File: src/rtl/serial_adder_pkg.sv
// Shared definitions for the bit-serial adder: FSM state encoding and the
// default operand width.
package serial_adder_pkg;

    localparam int DEFAULT_WIDTH = 8;

    typedef enum logic [1:0] {
        ST_IDLE  = 2'd0,
        ST_SHIFT = 2'd1,
        ST_DONE  = 2'd2
    } state_t;

endpackage

File: src/rtl/adder.sv
// Existing combinational 1-bit full-adder cell, reused by the serial adder.
module adder (
    input  logic a,
    input  logic b,
    input  logic cin,
    output logic s,
    output logic c
);

    assign s = a ^ b ^ cin;
    assign c = (a & b) | (cin & (a ^ b));

endmodule

File: src/rtl/serial_adder.sv
// Bit-serial ripple adder: one full-adder cell processes the operands LSB
// first, one bit per clock, with a start/busy/done handshake around it.
module serial_adder
    import serial_adder_pkg::*;
#(
    parameter int WIDTH = DEFAULT_WIDTH
) (
    input  logic             clk,
    input  logic             rst_n,
    input  logic             start,
    input  logic [WIDTH-1:0] a,
    input  logic [WIDTH-1:0] b,
    input  logic             cin,
    output logic             busy,
    output logic             done,
    output logic [WIDTH-1:0] sum,
    output logic             cout
);

    // One extra counter bit so WIDTH=1 and powers of two never wrap on the
    // final increment.
    localparam int             CW       = $clog2(WIDTH) + 1;
    localparam logic [CW-1:0]  CNT_LAST = CW'(WIDTH - 1);
    localparam logic [CW-1:0]  CNT_ONE  = CW'(1);

    state_t           state_r;
    logic [WIDTH-1:0] a_sh_r;
    logic [WIDTH-1:0] b_sh_r;
    logic [WIDTH-1:0] sum_sh_r;
    logic [WIDTH-1:0] sum_r;
    logic [CW-1:0]    cnt_r;
    logic             carry_r;
    logic             busy_r;
    logic             done_r;
    logic             cout_r;

    logic             s_s;
    logic             c_s;
    logic [WIDTH-1:0] sum_sh_next_s;

    adder u_adder (
        .a   (a_sh_r[0]),
        .b   (b_sh_r[0]),
        .cin (carry_r),
        .s   (s_s),
        .c   (c_s)
    );

    // Next partial-sum register: shift right and insert the new bit at the
    // MSB; written this way so it also holds for WIDTH=1.
    always_comb begin
        sum_sh_next_s             = sum_sh_r >> 1'b1;
        sum_sh_next_s[WIDTH-1]    = s_s;
    end

    // Control FSM and datapath registers; all outputs are registered.
    always_ff @(posedge clk or negedge rst_n) begin
        if (!rst_n) begin
            state_r  <= ST_IDLE;
            a_sh_r   <= {WIDTH{1'b0}};
            b_sh_r   <= {WIDTH{1'b0}};
            sum_sh_r <= {WIDTH{1'b0}};
            sum_r    <= {WIDTH{1'b0}};
            cnt_r    <= {CW{1'b0}};
            carry_r  <= 1'b0;
            busy_r   <= 1'b0;
            done_r   <= 1'b0;
            cout_r   <= 1'b0;
        end else begin
            case (state_r)
                ST_IDLE, ST_DONE: begin
                    done_r <= 1'b0;
                    if (start) begin
                        a_sh_r   <= a;
                        b_sh_r   <= b;
                        carry_r  <= cin;
                        sum_sh_r <= {WIDTH{1'b0}};
                        cnt_r    <= {CW{1'b0}};
                        busy_r   <= 1'b1;
                        state_r  <= ST_SHIFT;
                    end else begin
                        busy_r   <= 1'b0;
                        state_r  <= ST_IDLE;
                    end
                end
                ST_SHIFT: begin
                    a_sh_r   <= a_sh_r >> 1'b1;
                    b_sh_r   <= b_sh_r >> 1'b1;
                    sum_sh_r <= sum_sh_next_s;
                    carry_r  <= c_s;
                    cnt_r    <= cnt_r + CNT_ONE;
                    if (cnt_r == CNT_LAST) begin
                        sum_r   <= sum_sh_next_s;
                        cout_r  <= c_s;
                        busy_r  <= 1'b0;
                        done_r  <= 1'b1;
                        state_r <= ST_DONE;
                    end else begin
                        busy_r  <= 1'b1;
                        done_r  <= 1'b0;
                        state_r <= ST_SHIFT;
                    end
                end
                default: begin
                    busy_r  <= 1'b0;
                    done_r  <= 1'b0;
                    state_r <= ST_IDLE;
                end
            endcase
        end
    end

    assign busy = busy_r;
    assign done = done_r;
    assign sum  = sum_r;
    assign cout = cout_r;

endmodule

File: config.mk
export PLATFORM = sky130hd
export DESIGN_NAME = serial_adder
export DESIGN_NICKNAME = d
export VERILOG_FILES = /design/src/rtl/serial_adder_pkg.sv /design/src/rtl/adder.sv /design/src/rtl/serial_adder.sv
export SDC_FILE = /design/constraint.sdc
export NUM_CORES = 1
export LEC_CHECK = 0
export ABC_AREA = 1
export BUFFER_PORTS_ARGS = -buffer_cell sky130_fd_sc_hd__buf_2
export CORE_UTILIZATION = 50
export DETAILED_ROUTE_END_ITERATION = 16
export PLACE_DENSITY = 0.74
export SLEW_MARGIN = 15
export SYNTH_ARGS = -nofsm -noshare
export SYNTH_HDL_FRONTEND = slang
export SYNTH_SLANG_ARGS = --single-unit
File: constraint.sdc
create_clock -name clk -period 2.4 [get_ports clk]
set_input_delay 0.12 -clock clk [delete_from_list [all_inputs] [get_ports clk]]
set_output_delay 0.12 -clock clk [all_outputs]
set_load 0.02 [all_outputs]
==> flow_metrics.tcl <==
set metrics [dict create \
    cell_internal_pwr_mw 1.45 \
    cts_tree "built" \
    first_global_vias 1194 \
    effective_utilization_at_floorplan 0.525 \
    synth_seq_cells 40 \
    ant_nets 0 \
    number_of_antenna_violations_at_the_first_check_in_global_routing 0 \
    finalClockSkew_ns 0.00318 \
    synth_ff_type "sky130_fd_sc_hd__dfrtp_1" \
    area_growth_pct 14.4 \
    cell_area_power_density_mw_per_mm2 1250 \
    p_sw_frac 0.420 \
    rsz0062_at_grt "false" \
    worst_slew_pin_slew_ns 0.872 \
    fin_nets 275 \
    hold_viol 0 \
    postCtsSetupBuffers 0 \
    ys_seq_area_frac 0.572 \
    port_buffers 30 \
    synth.net_count 239 \
    setup_viol_count_final 0 \
    timing.max_cap.violations 0 \
    grt_pass1_wl_um 5090 \
    antenna-diode-count 0 \
    leakagePower_nw 1.16 \
    postSynthCellCount 217 \
    numCtsBuffers 5 \
    routed_wl_um 3050 \
    drc 0 \
    finish.instance_area_mm2 0.00200 \
    power_frac_clock 0.125 \
    htree_levels 2 \
    drt-pass1-iter-count 4 \
    dpl-instance-area_mm2 0.00193 \
    synth_edf_count 0 \
    clock_latency_ns 0.34 \
    switchingPower_mw 1.05 \
    holdCritPathClass "in -> reg" \
    setup.worst_path.end_class "register" \
    die_w_um 61.2 \
    critPathMaxFanout 20 \
    coreArea_mm2 0.00334 \
    yosysUniqueCellTypes 18 \
    sequentialPowerShare 0.460 \
    viasPerCell 4.56 \
    worst-endpoint-arrival_ns 1.65 \
    hpwl_um 2010 \
    fin_setup_tns_ns 0 \
    fin_crit_sh 0.567 \
    crit_required_ns 2.69 \
    grt_start_max_net_pins 41 \
    die_area_mm2 0.00374 \
    vias 1364 \
    synthesis.area_mm2 0.00175 \
    globalRouteOverflowTotal 0 \
    critical_path.startpoint_type "register" \
    avgSynthCellArea_um2 8.07 \
    final_max_slew_viol_count 0 \
    synth_warnings 0 \
    post_route_cells_drive_above_1_share 0.178 \
    cts_root_buf "sky130_fd_sc_hd__clkbuf_4" \
    asyncSetResetFlopFracSynth 1.00 \
    wl_per_cell_um 10.2 \
    cts_num_sinks 40 \
    combinationalPowerShare 0.415 \
    cts.clk_slew.worst_paths_ns 0.11 \
    worst_ir_drop_on_vdd_v 0.000493 \
    num_rows 21 \
    detailedRoute.firstIterationViolations 45 \
    critical_path_class "reg -> reg" \
    fin_crit_ns 1.36 \
    cts_buffer_depth 2 \
    outcome "finished, final reports clean" \
    achievable-frequency_mhz 735 \
    place.gp.congestion 0.819 \
    grt_use_total 0.190 \
    pin_count 31 \
    die-height_um 61.2 \
    worst_slew_margin_rel 0.419 \
]
[final timing paths]
check                            start           to  slack [ns]  cells after the start
setup / recovery            state_r[0]    a_sh_r[0]        1.04                      5
hold / removal                    b[2]    b_sh_r[2]        0.04                      5
setup reg to reg            state_r[0]    a_sh_r[0]        1.04                      5
hold reg to reg            sum_sh_r[3]       sum[2]        0.48                      2
max in group asynchronous        rst_n         cout        1.44                      2
min in group asynchronous        rst_n  sum_sh_r[1]        0.42                      2
[sequential cells by signal, indices dropped and copies added, names as in the netlist]
| name | flops |
|---|---|
| sum_sh_r | 7 |
| done | 1 |
| sum | 8 |
| cnt_r | 4 |
| state_r | 2 |
| carry_r | 1 |
| a_sh_r | 8 |
| b_sh_r | 8 |
| cout | 1 |
[cell usage after synthesis, types with 2 or more instances]
cell                      instances  share of area
sky130_fd_sc_hd__nand2_1        120           0.26
sky130_fd_sc_hd__dfrtp_1         40           0.57
sky130_fd_sc_hd__inv_1           24          0.051
sky130_fd_sc_hd__o22ai_1          6          0.021
sky130_fd_sc_hd__nand3_1          4          0.011
sky130_fd_sc_hd__nor2_1           4         0.0086
sky130_fd_sc_hd__inv_2            3         0.0064
sky130_fd_sc_hd__buf_2            2         0.0057
sky130_fd_sc_hd__buf_6            2          0.013
sky130_fd_sc_hd__nand2_2          2         0.0071
sky130_fd_sc_hd__nor2_2           2         0.0071
sky130_fd_sc_hd__o21ai_0          2         0.0057
[cells by family (layout without fill, tap and decap cells)]
kind of cell / Yosys count / after routing / synth area share
fa+ha+maj: 2 / 2 / 0.0186
simple gates: 134 / 134 / 0.299
buf+inv: 32 / 68 / 0.0808
compound gates: 9 / 9 / 0.0300
flops: 40 / 40 / 0.572
[cells in the final DEF, fill, tap and decap left out]
cell                              n
sky130_fd_sc_hd__clkbuf_4         5
sky130_fd_sc_hd__inv_1           24
sky130_fd_sc_hd__nand4_1          1
sky130_fd_sc_hd__fa_1             1
sky130_fd_sc_hd__o21ai_0          2
sky130_fd_sc_hd__inv_2            3
sky130_fd_sc_hd__nor2_1           4
sky130_fd_sc_hd__dlygate4sd3_1    3
sky130_fd_sc_hd__o22ai_1          6
sky130_fd_sc_hd__or2_2            1
sky130_fd_sc_hd__dfrtp_1         40
sky130_fd_sc_hd__clkbuf_1         1
sky130_fd_sc_hd__clkinv_2         1
sky130_fd_sc_hd__nand2_2          2
sky130_fd_sc_hd__buf_2           30
sky130_fd_sc_hd__nand3_1          4
sky130_fd_sc_hd__buf_4            1
sky130_fd_sc_hd__ha_1             1
sky130_fd_sc_hd__nand2_1        120
sky130_fd_sc_hd__a21oi_1          1
sky130_fd_sc_hd__nor2_2           2
[cell type report]
| type | instances | area, um2 |
|---|---|---|
| tap | 46 | 57.6 |
| inverter | 27 | 101 |
| clock buffer | 6 | 41.3 |
| sequential | 40 | 1000 |
| clock inverter | 1 | 5.00 |
| timing repair buffer | 34 | 188 |
| multi-input combinational | 145 | 608 |
| fill | 340 | 1340 |
[power groups by stage]
stage               combinational, mW  sequential, mW  clock (mW)
floorplan                       0.725            1.24           0
global route                     1.21            1.19       0.357
CTS                              1.05            1.15       0.323
finish                           1.04            1.15       0.312
detailed placement               1.05            1.16           0
global placement                 1.02            1.16           0
[worst max-delay path, cell delays in order, from the launching register on]
cell and delay (ns):
sky130_fd_sc_hd__dfrtp_1 0.44, sky130_fd_sc_hd__nand2_2 0.20, sky130_fd_sc_hd__nand2_2 0.17, sky130_fd_sc_hd__inv_2 0.31, sky130_fd_sc_hd__nand2_1 0.11, sky130_fd_sc_hd__nand2_1 0.08
[per-stage QoR]
stage,power [mW],std cells,setup WS (ns),utilization,hold slack [ns]
floorplan,1.96,217,1.18,-,-0.176
global placement,2.18,289,1.08,0.577,0.278
detailed placement,2.21,289,1.07,0.577,0.290
CTS,2.53,299,1.05,0.600,0.0304
global route,2.76,299,0.843,0.600,0.0387
finish,2.50,299,1.04,0.600,0.0422
[timing repair]
action | 4_1_cts | 5_1_grt
hold buffers | 3 | 0
resized for setup | 0 | 0
hold endpoints to repair | 42 | 0
[metal layers]
layer	vias up	share of wire	global-route usage
li1	714	-	-
met4	0	0.016	0.0682
met5	-	0	0
met1	614	0.49	0.249
met2	30	0.44	0.297
met3	6	0.051	0.0651
Note: power is estimated with default switching activity, not from simulation.
